--- src/rtl/busmux_arb.sv ---
// busmux_arb: two-requester arbiter/sequencer for a shared quad 2:1 mux path.
// Drives mux select and active-low strobe with a setup / hold / recover sequence
// and returns a one-cycle ack per completed transfer.
// Optional feature macro: BUSMUX_ARB_RR_EN (round-robin tie-break; fixed A-priority
// when undefined).
module busmux_arb #(
  parameter int unsigned HOLD_CYCLES = 2
) (
  input  logic clk,
  input  logic reset,
  input  logic req_a,
  input  logic req_b,
  output logic ack_a,
  output logic ack_b,
  output logic sel,
  output logic enb_n,
  output logic busy
);

  // Elaboration-time range check: the hold counter is only 4 bits wide.
  if (HOLD_CYCLES < 1 || HOLD_CYCLES > 15) begin : g_hold_range_check
    $error("busmux_arb: HOLD_CYCLES must be in 1..15");
  end

  typedef enum logic [1:0] {StIdle, StSetup, StXfer, StRecover} state_t;

  state_t     state_q, state_d;
  logic [3:0] cnt_q, cnt_d;
  logic       sel_d, enb_n_d, ack_a_d, ack_b_d, busy_d;
  logic       grant_b;

`ifdef BUSMUX_ARB_RR_EN
  logic ptr_q, ptr_d;

  // Round-robin winner: a tie goes to the pointer, a lone request always wins.
  always_comb grant_b = (req_a && req_b) ? ptr_q : req_b;
`else
  // Fixed priority: A wins whenever it is requesting.
  always_comb grant_b = !req_a;
`endif

  // Next-state, counter and registered-output next values.
  always_comb begin
    state_d = state_q;
    cnt_d   = cnt_q;
    sel_d   = sel;
`ifdef BUSMUX_ARB_RR_EN
    ptr_d   = ptr_q;
`endif
    unique case (state_q)
      StIdle: begin
        // sel only moves here, while enb_n is guaranteed high.
        if (req_a || req_b) begin
          state_d = StSetup;
          sel_d   = grant_b;
        end
      end
      StSetup: begin
        state_d = StXfer;
        cnt_d   = 4'(HOLD_CYCLES - 1);
      end
      StXfer: begin
        if (cnt_q == 4'd0) begin
          state_d = StRecover;
        end else begin
          cnt_d = cnt_q - 4'd1;
        end
      end
      StRecover: begin
        state_d = StIdle;
`ifdef BUSMUX_ARB_RR_EN
        ptr_d   = ~sel;
`endif
      end
      default: state_d = StIdle;
    endcase

    // Outputs are registered, so derive them from the state being entered.
    enb_n_d = (state_d != StXfer);
    busy_d  = (state_d != StIdle);
    ack_a_d = (state_d == StRecover) && !sel_d;
    ack_b_d = (state_d == StRecover) && sel_d;
  end

  // State, counter and output registers; reset forces the mux strobe off at once.
  always_ff @(posedge clk or posedge reset) begin
    if (reset) begin
      state_q <= StIdle;
      cnt_q   <= 4'd0;
      sel     <= 1'b0;
      enb_n   <= 1'b1;
      ack_a   <= 1'b0;
      ack_b   <= 1'b0;
      busy    <= 1'b0;
    end else begin
      state_q <= state_d;
      cnt_q   <= cnt_d;
      sel     <= sel_d;
      enb_n   <= enb_n_d;
      ack_a   <= ack_a_d;
      ack_b   <= ack_b_d;
      busy    <= busy_d;
    end
  end

`ifdef BUSMUX_ARB_RR_EN
  // Priority pointer: starts at A, flips to the other source after each grant.
  always_ff @(posedge clk or posedge reset) begin
    if (reset) begin
      ptr_q <= 1'b0;
    end else begin
      ptr_q <= ptr_d;
    end
  end
`endif

endmodule

--- config.mk ---
export PLATFORM = sky130hd
export DESIGN_NAME = busmux_arb
export DESIGN_NICKNAME = d
export VERILOG_FILES = /design/src/rtl/busmux_arb.sv
export SDC_FILE = /design/constraint.sdc
export NUM_CORES = 1
export LEC_CHECK = 0
export ABC_AREA = 1
export CORE_AREA = 4 4 41 43
export CTS_BUF_LIST = sky130_fd_sc_hd__clkbuf_8
export DETAILED_ROUTE_END_ITERATION = 8
export DIE_AREA = 0 0 45 47
export GPL_TIMING_DRIVEN = 0
export PLACE_DENSITY = 0.76
export SYNTH_ARGS = -nofsm -noshare
export SYNTH_HDL_FRONTEND = slang
export SYNTH_SLANG_ARGS = --single-unit
--- constraint.sdc ---
create_clock -name clk -period 1.58 [get_ports clk]
set_input_delay 0.316 -clock clk [delete_from_list [all_inputs] [get_ports clk]]
set_output_delay 0.316 -clock clk [all_outputs]
set_load 0.02 [all_outputs]
==> results.env <==
GROUTE.USAGE.OVERALL_PCT=9.92
CTS.CLK_SLEW.WORST_PATHS_NS=0.05
YOSYS.AREA.TOP_TYPE_SHARE_PCT=45.2
PERIOD_NEEDED_NS=1.49
OUTCOME='finished clean'
ANT_NETS=0
REQUIRED_NS=1.26
WORSTMARGINPINSLEW_NS=0.421
SYN_AREA_PER_CELL_SQ_UM=9.22
FINAL_SETUP_VIOLS=0
POWER.STATIC_LEAKAGE_nW=0.351
DRT_ITER0_DRC=5
DRC_VIOLATIONS=0
SYNTHTOLAYOUTAREAGROWTH_PCT=26.2
POST_CTS.REPAIR.SETUP_BUFFERS=0
MAXSLEWVIOLCOUNT=0
TOTAL_CLOCK_BUFFERS_CREATED_BY_CTS=3
CRIT_ARRIVAL_NS=1.17
YOSYSSEQAREASHARE_PCT=50.0
FINALHOLDVIOLATIONS=0
FIRST_GLOBAL_VIAS=376
INITIAL_CORE_UTIL_PCT=42.5
ROUTED_WIRELENGTH_MICRONS=895
VIA_PER_INST=4.60
SYNTH_CELL_TYPES=13
CRITICAL-PATH-TOP-DELAY-FAMILY='buffers and inverters'
CRIT_CELLS=1
CORE-AREA_SQ_MM=0.00130
MULTI_INPUT_AREA_SQ_UM=238
ROUTE.DETAILED.WL_PER_INST_MICRONS=10.3
DEPTH_OF_THE_CTS_H_TREE=1
SYNTHDOMINANTAREACELLTYPE='dfrtp_1'
TRITONCTS='built'
DP_HPWL_MICRONS=669
VIAS=400
POSTSYNTHNETCOUNT=70
GRT_START_MAX_NET_PINS=12
FINALNETCOUNT=83
POWER_PER_CELL_AREA_mW_PER_MM2=2150
WORST_SETUP_PATH_END_KIND='primary output'
DIE_X_MICRONS=45
FMAXACHIEVABLE_MHz=672
N_ANTENNA_CELL=0
CAP_VIOL_MAX_COUNT=0
PATH_CLASS='register to primary output'
WORST_CLOCK_SKEW_NS=0.00206
DESIGN.DIE.AREA_SQ_MM=0.00212
DRIVE_ABOVE_1_SHARE_PCT=13.9
FINAL-SEQ-AREA_SQ_UM=277
REG2REGPATHDEPTH=6
SYN-INSTANCE-COUNT=60
SLOWEST_DELAY_NS=0.60
SETUP.WORST_PATH.START_CLASS='register'
HOLDCRITPATHCLASS='input port to asynchronous set/reset pin'
IOS=9
CRIT_FANOUT=2
NUMBER_OF_ANTENNA_VIOLATIONS_AT_THE_FIRST_CHECK_IN_GLOBAL_ROUTING=0
CLOCKBUFFERDEPTH=2
CTS.ROOT.BUFFER_CELL='clkbuf_8'
GRT_REMAINING_OVERFLOW=0
GRT_FIRST_PASS_WIRELENGTH_MICRONS=1470
SYN_AREA_SQ_UM=553
YOSYS_REGISTER_BITS=11
SYNTH_AREA_LEADERS='dfrtp_1 (45%), ha_1 (14%), inv_1 (7.5%), nand2_1 (6.8%), dfstp_2 (4.8%)'
PORT_BUFFERS=8
CLKLATENCYLATEPIN_NS=0.24
CRIT_SLOWEST_CELL='clkdlybuf4s50_1'
GRT_SETUP_UNREPAIRED='no'
STD_CELL_ROWS=13
MIN_PERIOD_OVER_PERIOD_PCT=94.2
MAX-VDD-IR-DROP_uV=1110
FIN_TNS_SETUP_NS=0
FINISH.UTILIZATION_PCT=53.7
FILLERS=130
DRTPASS1ITERATIONS=2
SYNTH_WARNINGS=0
DIEHEIGHT_MICRONS=47
NUMCLOCKSINKS=11
GPL.FINAL_WEIGHTED_CONGESTION=0.753
CRITICAL_PATH.CELL_CHAIN='clkdlybuf4s50_1'
TIMING.CRITICAL_PATH.BUF_INV=1
MAXSLEWHEADROOM_PCT=71.9
==> repair_timing <==
action | CTS | global route
setup endpoints to repair | 1 | 4
gates resized for setup | 1 | 1
pin swaps | 0 | 0
cloned | 0 | 0
hold buffers | 0 | 0
endpoints found under the hold margin | 0 | 0
==> synth_stat cells <==
cell type / instances
inv_1: 11
dfrtp_1: 10
nand2_2: 4
o21ai_0: 5
dfstp_2: 1
or2_1: 1
ha_1: 6
xnor2_1: 1
nor2_1: 5
a21boi_2: 1
o21bai_1: 1
nand2_1: 10
nand3_1: 4
==> cells by family (layout without fill, tap and decap cells) <==
family	after synthesis	after routing	share of synthesized area (%)
adders and majority gates	6	6	13.6
xor gates and xnor gates	1	1	1.58
DFF	11	11	50.0
AOI/OAI and AO/OA	7	7	7.92
buffers and inverters	11	23	7.47
and+or+nand+nor	24	24	19.5
==> metrics by stage <==
stage                     total power, W  std cells  area [sq um]  hold WS [ns]  worst slack [ns]
final                            0.00150         87           698         0.371            0.0909
after CTS                        0.00152         87           696         0.384            0.0825
after floorplan                  0.00102         60           553         0.168             0.335
after global placement           0.00122         83           652         0.488             0.180
after detailed placement         0.00124         83           652         0.488             0.145
after global routing             0.00164         87           698         0.401            0.0313
==> where the power goes <==
group	internal [W]	switching (W)
Clock	0.000170	0.000102
Combinational	0.000307	0.000442
Sequential	0.000419	0.0000608
==> flip-flops by register name (all words and copies together), names as in the netlist <==
register,cells
ack_b,1
busy,1
state_q,2
enb_n,1
ack_a,1
cnt_q,4
sel,1
==> final cells by class <==
class | instances | share of cell area (%)
Timing Repair Buffer | 8 | 11.3
Clock buffer | 3 | 5.91
Inverter | 11 | 5.91
Tap cell | 15 | 2.69
Multi-Input combinational cell | 38 | 34.1
Clock inverter | 1 | 0.538
Sequential cell | 11 | 39.6
==> cell usage in the layout (no fill, tap or decap), drive strengths merged <==
master / count
xnor2: 1
o21ai: 5
nand2: 14
inv: 12
o21bai: 1
clkbuf: 3
nor2: 5
nand3: 4
dfrtp: 10
dlygate4sd2: 1
dfstp: 1
or2: 1
a21boi: 1
clkdlybuf4s50: 7
ha: 6
==> worst paths after layout <==
| path | from | to | slack, ns |
|---|---|---|---|
| worst max-delay path | sel | sel | 0.09 |
| worst min-delay path | reset | cnt_q[2] | 0.37 |
| worst max register to register | state_q[0] | cnt_q[3] | 0.17 |
| worst min register to register | cnt_q[0] | cnt_q[0] | 0.49 |
| max in group asynchronous | reset | enb_n | 0.88 |
| min in group clk | cnt_q[0] | cnt_q[0] | 0.49 |
==> layer usage <==
| metal | share of wire, % | GRT usage (%) | up-vias |
|---|---|---|---|
| met2 | 49 | 15.8 | 8 |
| met3 | 5.8 | 4.21 | 2 |
| met4 | 1.1 | 5.26 | 0 |
| met5 | 0 | 0 | - |
| li1 | - | - | 207 |
| met1 | 44 | 11.3 | 183 |
Power figures use the tool's default switching activity.
==> patch (same settings) <==
Build with the macro `BUSMUX_ARB_RR_EN` defined.
--- a/src/rtl/busmux_arb.sv
+++ b/src/rtl/busmux_arb.sv
@@ -3,6 +3,8 @@
 // and returns a one-cycle ack per completed transfer.
 // Optional feature macro: BUSMUX_ARB_RR_EN (round-robin tie-break; fixed A-priority
 // when undefined).
+`define BUSMUX_ARB_RR_EN
+
 module busmux_arb #(
   parameter int unsigned HOLD_CYCLES = 2
 ) (
Check against the original RTL: not equivalent (Yosys sat finds a counterexample within 10 cycles, from zero or initial values and one cycle with reset high).
==> patch against the unedited design <==
  * Setup slack got worse by 0.031 ns
  * Global-route usage is 1.8 points higher
  * Highest routed layer unchanged
  * Final area grew 5.6%
  * Sequential share of layout area rose by 1.3 points
  * Largest cell class unchanged
  * Total power rose by 7.7%
  * Sequential cell count grew 1
  * Wire length increased by 8.5%
  * Clock power rose by 22%
  * Area after synthesis is 5.7% higher
==> patch: results (changes against the unedited design) <==
stage,metric,value,unit,change
run_status,status,"complete, no violations",,
route,routed len/inst,10.8,um,+4.9%
yosys,adder-cell share of the synthesized area,15.0,%,+1.4 points
final_layout,fraction of layout cells with a size suffix above 1,9.33,%,-4.6 points
route,Vias/cell,4.78,,+3.9%
final_layout,fin nets,87,,+4.8%
place,Post-DP HPWL,736,um,+10%
route,Routed met3 length,54,um,+3.8%
yosys,XOR/XNOR share of the synthesized area,1.50,%,-0.085 points
sta,f_max,658,MHz,-2.1%
global_routing,GRT Util Overall,11.7,%,+1.8 points
yosys,total nets after synthesis,74,,+5.7%
final_layout,# fillers,117,,-10%
power,Leakage,0.374,nW,+6.6%
worst_setup_path,"reg-to-reg slack, setup",0.31,ns,+0.14 ns
sta,Layout Skew,0.00369,ns,+0.00163 ns
power,VDD IR max,1.46,mV,+31%
global_routing,vias in the first global route,399,,+6.1%
route,DRT iter0 DRCs,3,,-2
sta,Hold WS,0.371,ns,-0.000342 ns
yosys,average instance area after synthesis,9.27,um^2,+0.62%
worst_setup_path,"Max FO, Critical Path",3,,+1
route,drt pass-1 iters,3,,+1
global_routing,first-pass GRT wire length,1680,um,+14%
yosys,most frequent cells after synthesis,"dfrtp_1 (11), nand2_1 (11), inv_1 (9), ha_1 (7), nor2_1 (7)",,
route,final wirelength,971,um,+8.5%
global_routing,largest net degree at the start of global routing,13,,+1
## patch: changes by cell type after synthesis, moves of 2 or more
cell,before,now
nand2_2,4,2
inv_1,11,9
nor2_1,5,7
o21ai_0,5,3
a21oi_1,0,4
## patch: cell type report
type,instances,area [um^2],area share [%]
flip-flops and latches,12,302,40.9
well taps,15,18.8,2.55
clock buffers,4,55.1,7.47
multi-input cells,42,249,33.8
repair buffers,8,78.8,10.7
inverters,9,33.8,4.58
## patch: where the power goes
part | internal (W) | switching, W | leakage, nW | total, W
sequential | 0.000461 | 0.0000768 | 0.145 | 0.000538
clock | 0.000220 | 0.000113 | 0.0288 | 0.000333
combinational | 0.000303 | 0.000444 | 0.200 | 0.000747
total | 0.000985 | 0.000633 | 0.374 | 0.00162
## patch: what timing repair did
item,in CTS,in global routing
setup endpoints to repair,1,0
gates resized for setup,1,0
setup buffers,0,0
